--- src/rtl/lot_access_ctrl.sv ---
// Purpose: arbitrate two entry and two exit lanes onto one enter/exit pulse pair, enforce lot capacity, run a timed gate per entry lane.
// Latency: a request pulse in cycle n becomes pending in n+1 and is served with enter/exit/reject and the lot update visible in n+2.
// Backpressure: none upstream; pending flags hold requests until served, a pulse on an already-pending lane is dropped and sets err.
module lot_access_ctrl #(
   parameter logic [7:0]  CAPACITY    = 8'd200,
   parameter int unsigned GATE_CYCLES = 50_000_000,
   parameter int unsigned GATE_W      = 26
) (
   input  logic       clk_i,
   input  logic       reset_i,
   input  logic [1:0] ent_req_i,
   input  logic [1:0] ext_req_i,
   output logic       enter_o,
   output logic       exit_o,
   output logic [7:0] lot_o,
   output logic       full_o,
   output logic       empty_o,
   output logic [1:0] gate_open_o,
   output logic [1:0] reject_o,
   output logic       err_o
);

   // Timer counts GATE_CYCLES-1 down to 0, so the gate is open for GATE_CYCLES cycles.
   localparam logic [GATE_W-1:0] TIMER_LOAD = GATE_W'(GATE_CYCLES - 1);

   typedef enum logic {
      GATE_CLOSED = 1'b0,
      GATE_OPEN   = 1'b1
   } gate_state_e;

   // Registered state and next-state
   logic [1:0]        ent_pend_q, ent_pend_d;
   logic [1:0]        ext_pend_q, ext_pend_d;
   logic [7:0]        lot_q, lot_d;
   logic              rr_q, rr_d;
   logic              err_q, err_d;
   logic              enter_q, enter_d;
   logic              exit_q, exit_d;
   logic [1:0]        reject_q, reject_d;
   gate_state_e       gate_q [2];
   gate_state_e       gate_d [2];
   logic [GATE_W-1:0] timer_q [2];
   logic [GATE_W-1:0] timer_d [2];

   // Arbitration results for the current cycle
   logic [1:0] gate_open_w;
   logic [1:0] ent_elig;
   logic [1:0] ent_srv;
   logic [1:0] ext_srv;
   logic [1:0] grant;

   // Decode gate state into the per-lane open level used by both arbiter and output.
   always_comb begin
      gate_open_w = '0;
      for (int i = 0; i < 2; i++) begin
         gate_open_w[i] = (gate_q[i] == GATE_OPEN);
      end
   end

   // Pick at most one pending request: exits (lane 0 first), then round-robin among entries whose gate is closed.
   always_comb begin
      ext_srv  = '0;
      ent_srv  = '0;
      ent_elig = ent_pend_q & ~gate_open_w;
      if (ext_pend_q[0]) begin
         ext_srv[0] = 1'b1;
      end else if (ext_pend_q[1]) begin
         ext_srv[1] = 1'b1;
      end else if (ent_elig != 2'b00) begin
         if (ent_elig[rr_q]) begin
            ent_srv[rr_q] = 1'b1;
         end else begin
            ent_srv[~rr_q] = 1'b1;
         end
      end
   end

   // Next-state: service the chosen request, update occupancy, gates, pending flags and error.
   always_comb begin
      ent_pend_d = ent_pend_q;
      ext_pend_d = ext_pend_q;
      lot_d      = lot_q;
      rr_d       = rr_q;
      err_d      = err_q;
      enter_d    = 1'b0;
      exit_d     = 1'b0;
      reject_d   = '0;
      grant      = '0;
      gate_d     = gate_q;
      timer_d    = timer_q;

      // Exit service: an exit with nothing in the lot is consumed and flagged.
      if (ext_srv != 2'b00) begin
         if (lot_q != 8'd0) begin
            exit_d = 1'b1;
            lot_d  = lot_q - 8'd1;
         end else begin
            err_d = 1'b1;
         end
      end

      // Entry service: admit and open the gate, or refuse when full. Pointer moves past the served lane.
      if (ent_srv != 2'b00) begin
         rr_d = ent_srv[0];
         if (lot_q < CAPACITY) begin
            enter_d = 1'b1;
            lot_d   = lot_q + 8'd1;
            grant   = ent_srv;
         end else begin
            reject_d = ent_srv;
         end
      end

      // Per-lane gate FSM: open on grant, count down, close the cycle after the timer reads zero.
      for (int i = 0; i < 2; i++) begin
         case (gate_q[i])
            GATE_CLOSED: begin
               if (grant[i]) begin
                  gate_d[i]  = GATE_OPEN;
                  timer_d[i] = TIMER_LOAD;
               end
            end
            GATE_OPEN: begin
               if (timer_q[i] == '0) begin
                  gate_d[i] = GATE_CLOSED;
               end else begin
                  timer_d[i] = timer_q[i] - GATE_W'(1);
               end
            end
            default: begin
               gate_d[i] = GATE_CLOSED;
            end
         endcase
      end

      // Capture new pulses; a pulse onto a flag that stays pending is an overrun.
      ent_pend_d = (ent_pend_q & ~ent_srv) | ent_req_i;
      ext_pend_d = (ext_pend_q & ~ext_srv) | ext_req_i;
      if ((ent_req_i & ent_pend_q & ~ent_srv) != 2'b00) begin
         err_d = 1'b1;
      end
      if ((ext_req_i & ext_pend_q & ~ext_srv) != 2'b00) begin
         err_d = 1'b1;
      end
   end

   // State register with synchronous reset that overrides everything, including open gates.
   always_ff @(posedge clk_i) begin
      if (reset_i) begin
         ent_pend_q <= '0;
         ext_pend_q <= '0;
         lot_q      <= '0;
         rr_q       <= 1'b0;
         err_q      <= 1'b0;
         enter_q    <= 1'b0;
         exit_q     <= 1'b0;
         reject_q   <= '0;
         for (int i = 0; i < 2; i++) begin
            gate_q[i]  <= GATE_CLOSED;
            timer_q[i] <= '0;
         end
      end else begin
         ent_pend_q <= ent_pend_d;
         ext_pend_q <= ext_pend_d;
         lot_q      <= lot_d;
         rr_q       <= rr_d;
         err_q      <= err_d;
         enter_q    <= enter_d;
         exit_q     <= exit_d;
         reject_q   <= reject_d;
         for (int i = 0; i < 2; i++) begin
            gate_q[i]  <= gate_d[i];
            timer_q[i] <= timer_d[i];
         end
      end
   end

   assign enter_o     = enter_q;
   assign exit_o      = exit_q;
   assign reject_o    = reject_q;
   assign lot_o       = lot_q;
   assign err_o       = err_q;
   assign gate_open_o = gate_open_w;
   assign full_o      = (lot_q == CAPACITY);
   assign empty_o     = (lot_q == 8'd0);

endmodule

--- config.mk ---
export PLATFORM = sky130hd
export DESIGN_NAME = lot_access_ctrl
export DESIGN_NICKNAME = d
export VERILOG_FILES = /design/src/rtl/lot_access_ctrl.sv
export SDC_FILE = /design/constraint.sdc
export NUM_CORES = 1
export LEC_CHECK = 0
export BUFFER_PORTS_ARGS = -buffer_cell sky130_fd_sc_hd__buf_2
export CAP_MARGIN = 25
export CELL_PAD_IN_SITES_DETAIL_PLACEMENT = 1
export CELL_PAD_IN_SITES_GLOBAL_PLACEMENT = 1
export CORE_MARGIN = 2
export CORE_UTILIZATION = 50
export DETAILED_ROUTE_END_ITERATION = 10
export PLACE_DENSITY_LB_ADDON = 0.1
export SLEW_MARGIN = 20
export SYNTH_ARGS = -nofsm -noshare
export SYNTH_HDL_FRONTEND = slang
export SYNTH_SLANG_ARGS = --single-unit
--- constraint.sdc ---
create_clock -name clk_i -period 4.8 [get_ports clk_i]
set_input_delay 0.24 -clock clk_i [delete_from_list [all_inputs] [get_ports clk_i]]
set_output_delay 0.24 -clock clk_i [all_outputs]
set_load 0.05 [all_outputs]
==> results of run 1 <==
-- Yosys cell counts, types with 2 or more instances --
library cell	n	share of area (%)
o21a_1	2	0.40
nand4_1	17	2.9
nand3_1	12	1.6
nor2_1	35	3.5
o211ai_1	4	0.81
nand2b_1	7	1.2
xor2_1	11	2.6
nor4_2	3	1.0
o41ai_1	2	0.47
a221oi_1	3	0.71
mux2i_1	2	0.54
xnor2_1	16	3.8
clkbuf_1	9	0.91
buf_1	2	0.20
or3_1	10	1.7
or4_4	2	0.61
nor3_1	22	3.0
a21oi_1	42	5.7
o31ai_1	4	0.81
or3b_2	2	0.47
a2111oi_0	3	0.71
buf_6	4	1.2
buf_2	5	0.67
a211oi_1	22	4.5
dfxtp_1	72	39
o21ai_0	10	1.3
ha_1	4	1.3
nor2b_1	4	0.67
a311oi_1	4	0.94
nand4b_1	2	0.47
a31oi_1	10	1.7
a211o_1	3	0.71
o311ai_0	3	0.71
nor4_1	16	2.7
or4_1	4	0.81
or2_2	6	1.0
nand2_1	15	1.5
inv_1	11	1.1
-- cell families (layout without fill, tap and decap cells) --
kind of cell             Yosys count  after routing  share of synthesized area [%]
flip-flops                        72             72                           38.9
AND/OR/NAND/NOR                  167            167                           26.1
buffers and inverters             32             50                           4.38
AO/OA/AOI/OAI                    121            121                           22.4
adder cells (fa/ha/maj)            4              4                           1.35
XOR/XNOR                          27             27                           6.37
multiplexers                       2              2                          0.540
-- sequential cells by signal, indices dropped and copies added (netlist names) --
signal,count
ent_pend_q,2
enter_o,1
err_o,1
exit_o,1
ext_pend_q,2
gate_open_o,2
lot_o,8
reject_o,2
rr_q,1
timer_q,52
-- final timing paths --
path | startpoint | end | slack (ns)
min | ext_req_i[0] | ext_pend_q[0]$_SDFF_PP0_ | 0.10
max reg2reg | timer_q[0]$_SDFFE_PP0P_ | timer_q[0]$_SDFFE_PP0P_ | 1.99
min reg2reg | timer_q[33]$_SDFFE_PP0P_ | timer_q[33]$_SDFFE_PP0P_ | 0.51
max | timer_q[0]$_SDFFE_PP0P_ | timer_q[0]$_SDFFE_PP0P_ | 1.99
-- worst reg2reg max path: stages, from the launching register on --
cell and delay [ns]:
dfxtp_1 0.37, inv_1 0.09, ha_1 0.17, or3b_2 0.52, nor4_4 0.76, a21oi_1 0.36
nor3_1 0.28, a211oi_1 0.10
-- routing by layer --
layer	track usage, %	up-vias	share of wire, %
met5	0	-	0
met4	9.74	0	1.8
met3	3.69	18	2.6
met2	41.2	46	49
met1	30.6	1675	46
li1	-	1664	-
-- metrics by stage --
stage	total power, W	worst slack (ns)	cells
after CTS	0.00221	2.01	542
after global placement	0.00156	2.20	526
final	0.00221	1.99	542
after global routing	0.00233	1.74	542
after detailed placement	0.00159	2.12	526
after floorplan	0.00143	2.02	425
-- area by class of cell --
type,instances,share of cell area (%)
clock inverters,5,2.51
repair buffers,23,2.88
well taps,99,3.03
clock buffers,11,3.71
multi-input cells,321,51.6
inverters,11,1.01
flip-flops and latches,72,35.3
-- where the power goes --
part	total (W)	internal (W)	switching (W)
Clock	0.000613	0.000373	0.000240
Sequential	0.000809	0.000679	0.000130
Combinational	0.000786	0.000254	0.000532
==> results.yml, run 1 <==
die:
  dieHeight_um: 90.1
  fp.dieW_um: 90.1
  coreArea_um2: 7210
  io_pins: 23
  initial_core_util_pct: 51.4
  die-area_um2: 8120
  row_count: 31
global_routing:
  grt_util_all_layers_pct: 24.2
  grt_pass1_vias: 3379
  grt_overflow_total: 0
  grt_max_degree: 59
  antenna_found_initial: 0
  grt_first_pass_wirelength_um: 16200
layout:
  syn_to_final_growth_pct: 10.1
  ff_latch_area_um2: 1440
  mostFrequentLayoutCell: "dfxtp_1"
  antenna_cells: 0
  fillers: 879
  stdcell_area_um2: 4080
  fin_nets: 448
  drive_gt1_share_pct: 14.0
  final_core_util_pct: 56.6
  final_cell_mix: "dfxtp_1, a21oi_1, nor2_1"
  multi_input_area_um2: 2110
clock_tree:
  hold_buffers: 0
  cts_tree: "built"
  clock_latency_ns: 0.35
  clockRootBuffer: "clkbuf_8"
  path_clk_slew_ns: 0.07
  numCtsBuffers: 9
  post_cts_buffers: 0
  ctsHtreeMaxLevel: 3
  cts_sinks: 72
  clk_path_buf_depth: 2
  cts-resized-gates: 0
synth:
  synthesis.area_um2: 3710
  synth_cells: 425
  synth_edf_count: 0
  synth_cell_types: 58
  avgSynthCellArea_um2: 8.73
  ys_ff_latch: 72
  yosysSeqAreaShare_pct: 38.9
  ys.flop_type: "dfxtp_1"
  yosysWarnings: 0
  syn_nets: 435
  synthArstFlopShare_pct: 0
critical_path:
  max_stage_delay_ns: 0.76
  cp_num_cells: 7
  path_cells: "inv_1 -> ha_1 -> or3b_2 -> nor4_4 -> a21oi_1 -> nor3_1 -> a211oi_1"
  crit_family: "simple AND/OR/NAND/NOR gates"
  cp.arrival_ns: 3.01
  cp_max_fo: 16
  critPathKind: "register to register"
  crit_path_start_kind: "register"
  crit_path_end_kind: "register"
  crit_buf_inv: 1
  r2r_cells: 7
  required_ns: 5.00
  crit_slowest_cell: "nor4_4"
sta:
  tightest_slew_ns: 0.884
  hold_viol_final: 0
  worst_hold_slack_ns: 0.104
  timing.fmax_ghz: 0.356
  finalSetupTns_ns: 0
  fin_worst_skew_ns: 0.0105
  rsz0062_at_grt: "no"
  drv_slew: 0
  setup_viol: 0
  maxSlewHeadroom_pct: 40.6
  min_period_over_period_pct: 58.5
  period_needed_ns: 2.81
drt:
  drt_iter0_markers: 95
  routedWlPerCell_um: 17.8
  wirelength_um: 9650
  vias: 3403
  drt-vias-per-instance: 6.28
  ant_nets: 0
  dr.pass1.iters: 4
  drc: 0
pwr:
  leakage_nw: 1.43
  ir_drop_v: 0.000211
  p_per_area_nw_per_um2: 541
worst_hold_path:
  hp-class: "input port to register"
  whs_path_depth: 2
placement:
  dpl_cell_area_um2: 3830
  place_congestion: 0.797
  portBuffers: 22
  dp_hpwl_um: 6410
job:
  maxCapViolations: 0
outcome:
  outcome: "finished, final reports clean"
No activity file was read; power rests on OpenSTA's default activity.
==> run 2, diff against run 1 <==
CORE_UTILIZATION = 42   (was 50)
clock period = 2.38 ns   (was 4.8 ns; I/O delays follow)
==> run 2 against run 1 <==
Net effect: sequential share of layout area decreased by 1.9 points; clock skew decreased by 0.00068 ns; die area increased by 18%; register-to-register slack got worse by 1.8 ns; critical path depth unchanged; wire length decreased by 3.1%; global-route usage decreased by 3.8 points; clock-buffer cell count increased by 2; via count increased by 0.24%; fmax increased by 27%; critical path type unchanged; largest cell class unchanged; highest routed layer unchanged.
==> results.yml, run 2 (same netlist as run 1, synthesis figures left out) <==
global_routing:
  grt_overflow_total: 0
  grt_util_all_layers_pct: 20.4
  grt_pass1_vias: 3367
  antenna_found_initial: 0
  grt_max_degree: 58
  grt_first_pass_wirelength_um: 16200
critical_path:
  crit_slowest_cell: "or3b_2"
  cp.arrival_ns: 2.44
  path_cells: "inv_1 -> ha_1 -> or3b_2 -> or3_1 -> nor4_2 -> mux2i_1 -> nor2_1"
  ff2ff_setup_slack_ns: 0.18
  r2r_cells: 7
  reg2reg_to: "timer_q[24]$_SDFFE_PP0P_"
  max_stage_delay_ns: 0.51
  crit_path_end_kind: "register"
  cp_max_fo: 6
  timing.rr.start: "timer_q[0]$_SDFFE_PP0P_"
  required_ns: 2.62
  critPathKind: "register to register"
  crit_path_start_kind: "register"
pwr:
  power_frac_seq_pct: 36.3
  p_per_area_nw_per_um2: 1020
  ir_drop_v: 0.000381
  cellInternalPower_w: 0.00261
  swShare_pct: 41.0
  combPwrFrac_pct: 40.5
  leakage_nw: 1.56
  switchingPower_w: 0.00181
  power.total_w: 0.00441
  clockPowerShare_pct: 23.3
outcome:
  outcome: "finished, final reports clean"
worst_hold_path:
  hp-start: "ext_req_i[1]"
  min_to: "ext_pend_q[1]$_SDFF_PP0_"
  whs_path_depth: 3
  hp-class: "input port to register"
layout:
  largest_reg_flops: 52
  antenna_cells: 0
  mostFrequentLayoutCell: "dfxtp_1"
  drive_gt1_share_pct: 19.7
  largest-register: "timer_q"
  stdcell_area_um2: 4320
  final_cell_mix: "dfxtp_1, a21oi_1, nor2_1, buf_4"
  fin_nets: 479
  syn_to_final_growth_pct: 16.5
drt:
  vias: 3411
  drc: 0
  ant_nets: 0
  routedWlPerCell_um: 16.1
  drt-vias-per-instance: 5.87
  wirelength_um: 9360
  dr.pass1.iters: 4
  drt_iter0_markers: 85
clock_tree:
  clock_latency_ns: 0.35
  clk_path_buf_depth: 2
  clockRootBuffer: "clkbuf_8"
  path_clk_slew_ns: 0.08
  cts_sinks: 72
  ctsHtreeMaxLevel: 3
  cts_tree: "built"
  numCtsBuffers: 9
placement:
  dp_hpwl_um: 6560
  dpl_cell_area_um2: 4050
  place_congestion: 0.800
  portBuffers: 22
  pre_cts_slack_ns: 0.119
die:
  dieHeight_um: 98.0
  die-area_um2: 9600
  row_count: 34
  fp.dieW_um: 98.0
  io_pins: 23
  coreArea_um2: 8640
  initial_core_util_pct: 43.0
sta:
  drv_slew: 0
  tightest_slew_ns: 0.625
  rsz0062_at_grt: "no"
  maxSlewHeadroom_pct: 58.3
  hold_viol_final: 0
  fin_worst_skew_ns: 0.00985
  min_period_over_period_pct: 92.6
  timing.fmax_ghz: 0.454
  worst_hold_slack_ns: 0.00786
  fin_ws_ns: 0.176
  setup_viol: 0
  period_needed_ns: 2.20
job:
  maxCapViolations: 0
[run 2: changes by cell type in the layout (fill, tap and decap cells not counted), moves of 2 or more]
| cell | before | now |
|---|---|---|
| dlygate4sd3_1 | 0 | 2 |
| buf_4 | 1 | 30 |
| bufinv_16 | 3 | 1 |
| nor4_1 | 16 | 14 |
[run 2: critical path: cells and delay by family, from the launching register on]
| kind | cells | cell delay [ns] |
|---|---|---|
| flops | 1 | 0.36 |
| simple gates | 4 | 1.28 |
| mux | 1 | 0.22 |
| fa+ha+maj | 1 | 0.16 |
| buf+inv | 1 | 0.07 |
[run 2: worst max path at each step]
stage | startpoint | end | slack (ns) | cells past startpoint
2_1_floorplan | lot_o[4]$_SDFF_PP0_ | lot_o[1]$_SDFF_PP0_ | -0.03 | 6
6_report | timer_q[0]$_SDFFE_PP0P_ | timer_q[24]$_SDFFE_PP0P_ | 0.18 | 7
3_3_place_gp | timer_q[0]$_SDFFE_PP0P_ | timer_q[24]$_SDFFE_PP0P_ | 0.21 | 7
4_1_cts | timer_q[0]$_SDFFE_PP0P_ | timer_q[24]$_SDFFE_PP0P_ | 0.12 | 7
3_5_place_dp | timer_q[0]$_SDFFE_PP0P_ | timer_q[24]$_SDFFE_PP0P_ | 0.12 | 7
5_1_grt | timer_q[0]$_SDFFE_PP0P_ | timer_q[24]$_SDFFE_PP0P_ | 0.01 | 7
[run 2: power by group through the flow]
stage	Sequential [W]	Combinational, W	Clock [W]
after floorplan	0.00176	0.00115	0
after global placement	0.00161	0.00174	0
after detailed placement	0.00162	0.00177	0
after CTS	0.00160	0.00178	0.00106
after global routing	0.00163	0.00199	0.00112
final	0.00160	0.00179	0.00103
[run 2: final cells by class]
type	instances	area, µm²
Fill cell	1025	4320
Tap cell	108	135
Timing Repair Buffer	54	355
Clock inverter	2	37.5
Multi-Input combinational cell	321	2140
Sequential cell	72	1440
Inverter	11	41.3
Clock buffer	13	169
[run 2: per-layer routing]
layer  up-vias  GRT usage [%]  routed length, µm
met5         -              0                  0
met4         0           7.26                142
met3        12           3.01                176
met2        28           33.1               4250
met1      1655           27.7               4790
li1       1716              -                  -
[run 2: metrics by stage]
stage / instances / TNS (ns) / util [%]
2_1_floorplan: 425 / -0.0309 / -
3_3_place_gp: 561 / 0 / 46.9
3_5_place_dp: 561 / 0 / 46.9
4_1_cts: 578 / 0 / 49.5
5_1_grt: 581 / 0 / 50.0
6_report: 581 / 0 / 50.0
[run 2: what timing repair did]
action / CTS / global route
resized for setup: 0 / 4
hold buffers: 2 / 0
endpoints found under the setup margin: 0 / 9
hold endpoints to repair: 2 / 0
setup buffers: 0 / 3
==> run 3, diff against run 2 <==
HOLD_SLACK_MARGIN = 0.05   (was default)
==> run 3 against run 2 <==
Net effect: utilization increased by 0.23 points; global-route usage about the same; critical path depth unchanged; worst hold slack improved by 0.16 ns; sequential power about the same; largest cell class unchanged; combinational power about the same; first-iteration DRC count increased by 5.9%; clock power about the same.
==> results.yml, run 3 (same netlist as run 1, synthesis figures left out) <==
outcome:
  outcome: "finished, final reports clean"
drt:
  drt_iter0_markers: 90
  ant_nets: 0
  dr.pass1.iters: 4
  drt-vias-per-instance: 5.87
  routedWlPerCell_um: 16.1
  vias: 3420
  drc: 0
  wirelength_um: 9360
worst_hold_path:
  hp-class: "input port to register"
critical_path:
  crit_family: "simple AND/OR/NAND/NOR gates"
  r2r_cells: 7
  cp.arrival_ns: 2.44
  ff2ff_setup_slack_ns: 0.17
  critPathKind: "register to register"
  path_cells: "inv_1 -> ha_1 -> or3b_2 -> or3_1 -> nor4_2 -> mux2i_1 -> nor2_1"
  reg2reg_to: "timer_q[24]$_SDFFE_PP0P_"
  required_ns: 2.62
  crit_slowest_cell: "or3b_2"
  cp_num_cells: 7
  cp_max_fo: 6
  crit_path_end_kind: "register"
  crit_path_end: "timer_q[24]$_SDFFE_PP0P_"
  critPathLaunch: "timer_q[0]$_SDFFE_PP0P_"
  max_stage_delay_ns: 0.51
  crit_path_start_kind: "register"
  timing.rr.start: "timer_q[0]$_SDFFE_PP0P_"
  crit_buf_inv: 1
pwr:
  power.total_w: 0.00441
  p_per_area_nw_per_um2: 1020
  leakage_nw: 1.57
  ir_drop_v: 0.000381
sta:
  finalSetupTns_ns: 0
  setup_viol: 0
  fin_worst_skew_ns: 0.00980
  hold_viol_final: 0
  maxSlewHeadroom_pct: 58.5
  min_period_over_period_pct: 92.7
  rsz0062_at_grt: "no"
  period_needed_ns: 2.21
  timing.fmax_ghz: 0.453
  drv_slew: 0
  tightest_slew_ns: 0.622
layout:
  largest_reg_flops: 52
  antenna_cells: 0
  mostFrequentLayoutCell: "dfxtp_1"
  largest-register: "timer_q"
  drive_gt1_share_pct: 19.6
  fin_nets: 481
  syn_to_final_growth_pct: 17.0
  final_cell_mix: "dfxtp_1, a21oi_1, nor2_1, buf_4"
  stdcell_area_um2: 4340
  instances_no_fill: 583
global_routing:
  grt_first_pass_wirelength_um: 16300
  grt_overflow_total: 0
  grt_util_all_layers_pct: 20.4
  grt_max_degree: 58
  antenna_found_initial: 0
  grt_pass1_vias: 3385
die:
  dieHeight_um: 98.0
  die-area_um2: 9600
  fp.dieW_um: 98.0
  initial_core_util_pct: 43.0
  io_pins: 23
  row_count: 34
  coreArea_um2: 8640
clock_tree:
  clock_latency_ns: 0.35
  numCtsBuffers: 9
  path_clk_slew_ns: 0.08
  ctsHtreeMaxLevel: 3
  cts_sinks: 72
  clk_path_buf_depth: 2
  cts_tree: "built"
  clockRootBuffer: "clkbuf_8"
placement:
  portBuffers: 22
  place_congestion: 0.800
  placed_cells: 561
  dp_hpwl_um: 6560
  dpl_cell_area_um2: 4050
job:
  maxCapViolations: 0
[run 3: changes by cell type in the layout (fill, tap and decap cells not counted)]
cell	previous run	this run
dlygate4sd3_1	2	4
[run 3: worst min-delay path by stage]
stage                                          end          from  cells after the start  slack (ns)
after floorplan           ent_pend_q[0]$_SDFF_PP0_  ent_req_i[0]                      2        0.24
after global placement    ext_pend_q[0]$_SDFF_PP0_  ext_req_i[0]                      2        0.33
after detailed placement  ext_pend_q[0]$_SDFF_PP0_  ext_req_i[0]                      2        0.34
after CTS                 timer_q[31]$_SDFFE_PP0P_       reset_i                      3        0.16
after global routing      timer_q[31]$_SDFFE_PP0P_       reset_i                      3        0.17
final                     timer_q[31]$_SDFFE_PP0P_       reset_i                      3        0.17
[run 3: per-stage QoR]
step | utilization (%) | hold slack, ns | setup WS [ns]
finish | 50.3 | 0.168 | 0.174
global route | 50.3 | 0.167 | 0.00952
CTS | 49.8 | 0.164 | 0.120
detailed placement | 46.9 | 0.337 | 0.119
global placement | 46.9 | 0.332 | 0.207
floorplan | - | 0.236 | -0.0309
[run 3: power breakdown]
| part | leakage (nW) | total [W] | switching, W | internal [W] |
|---|---|---|---|---|
| Combinational | 0.879 | 0.00179 | 0.00112 | 0.000671 |
| Clock | 0.102 | 0.00103 | 0.000460 | 0.000566 |
| Sequential | 0.590 | 0.00160 | 0.000229 | 0.00137 |
| Total | 1.57 | 0.00441 | 0.00181 | 0.00261 |
[run 3: layout make-up]
class	count	area [µm²]
Fill cell	1024	4300
Multi-Input combinational cell	321	2140
Sequential cell	72	1440
Timing Repair Buffer	56	375
Clock buffer	13	169
Tap cell	108	135
Inverter	11	41.3
Clock inverter	2	37.5
[run 3: layer usage]
layer  share of wire (%)  vias to the layer above  track usage (%)
li1                    -                     1718                -
met1                  51                     1658             27.7
met2                  46                       32             33.3
met3                 2.1                       12             3.01
met4                 1.5                        0             7.26
met5                   0                        -                0
[run 3: timing repair]
| action | CTS | global route |
|---|---|---|
| endpoints found under the hold margin | 4 | 0 |
| setup buffers | 0 | 3 |
| resized for setup | 0 | 4 |
| hold buffers | 4 | 0 |
| endpoints found under the setup margin | 0 | 9 |
[run 3: worst register-to-register path: stages, from the launching register on]
cell	delay, ns
dfxtp_1	0.36
inv_1	0.07
ha_1	0.16
or3b_2	0.51
or3_1	0.40
nor4_2	0.31
mux2i_1	0.22
nor2_1	0.06
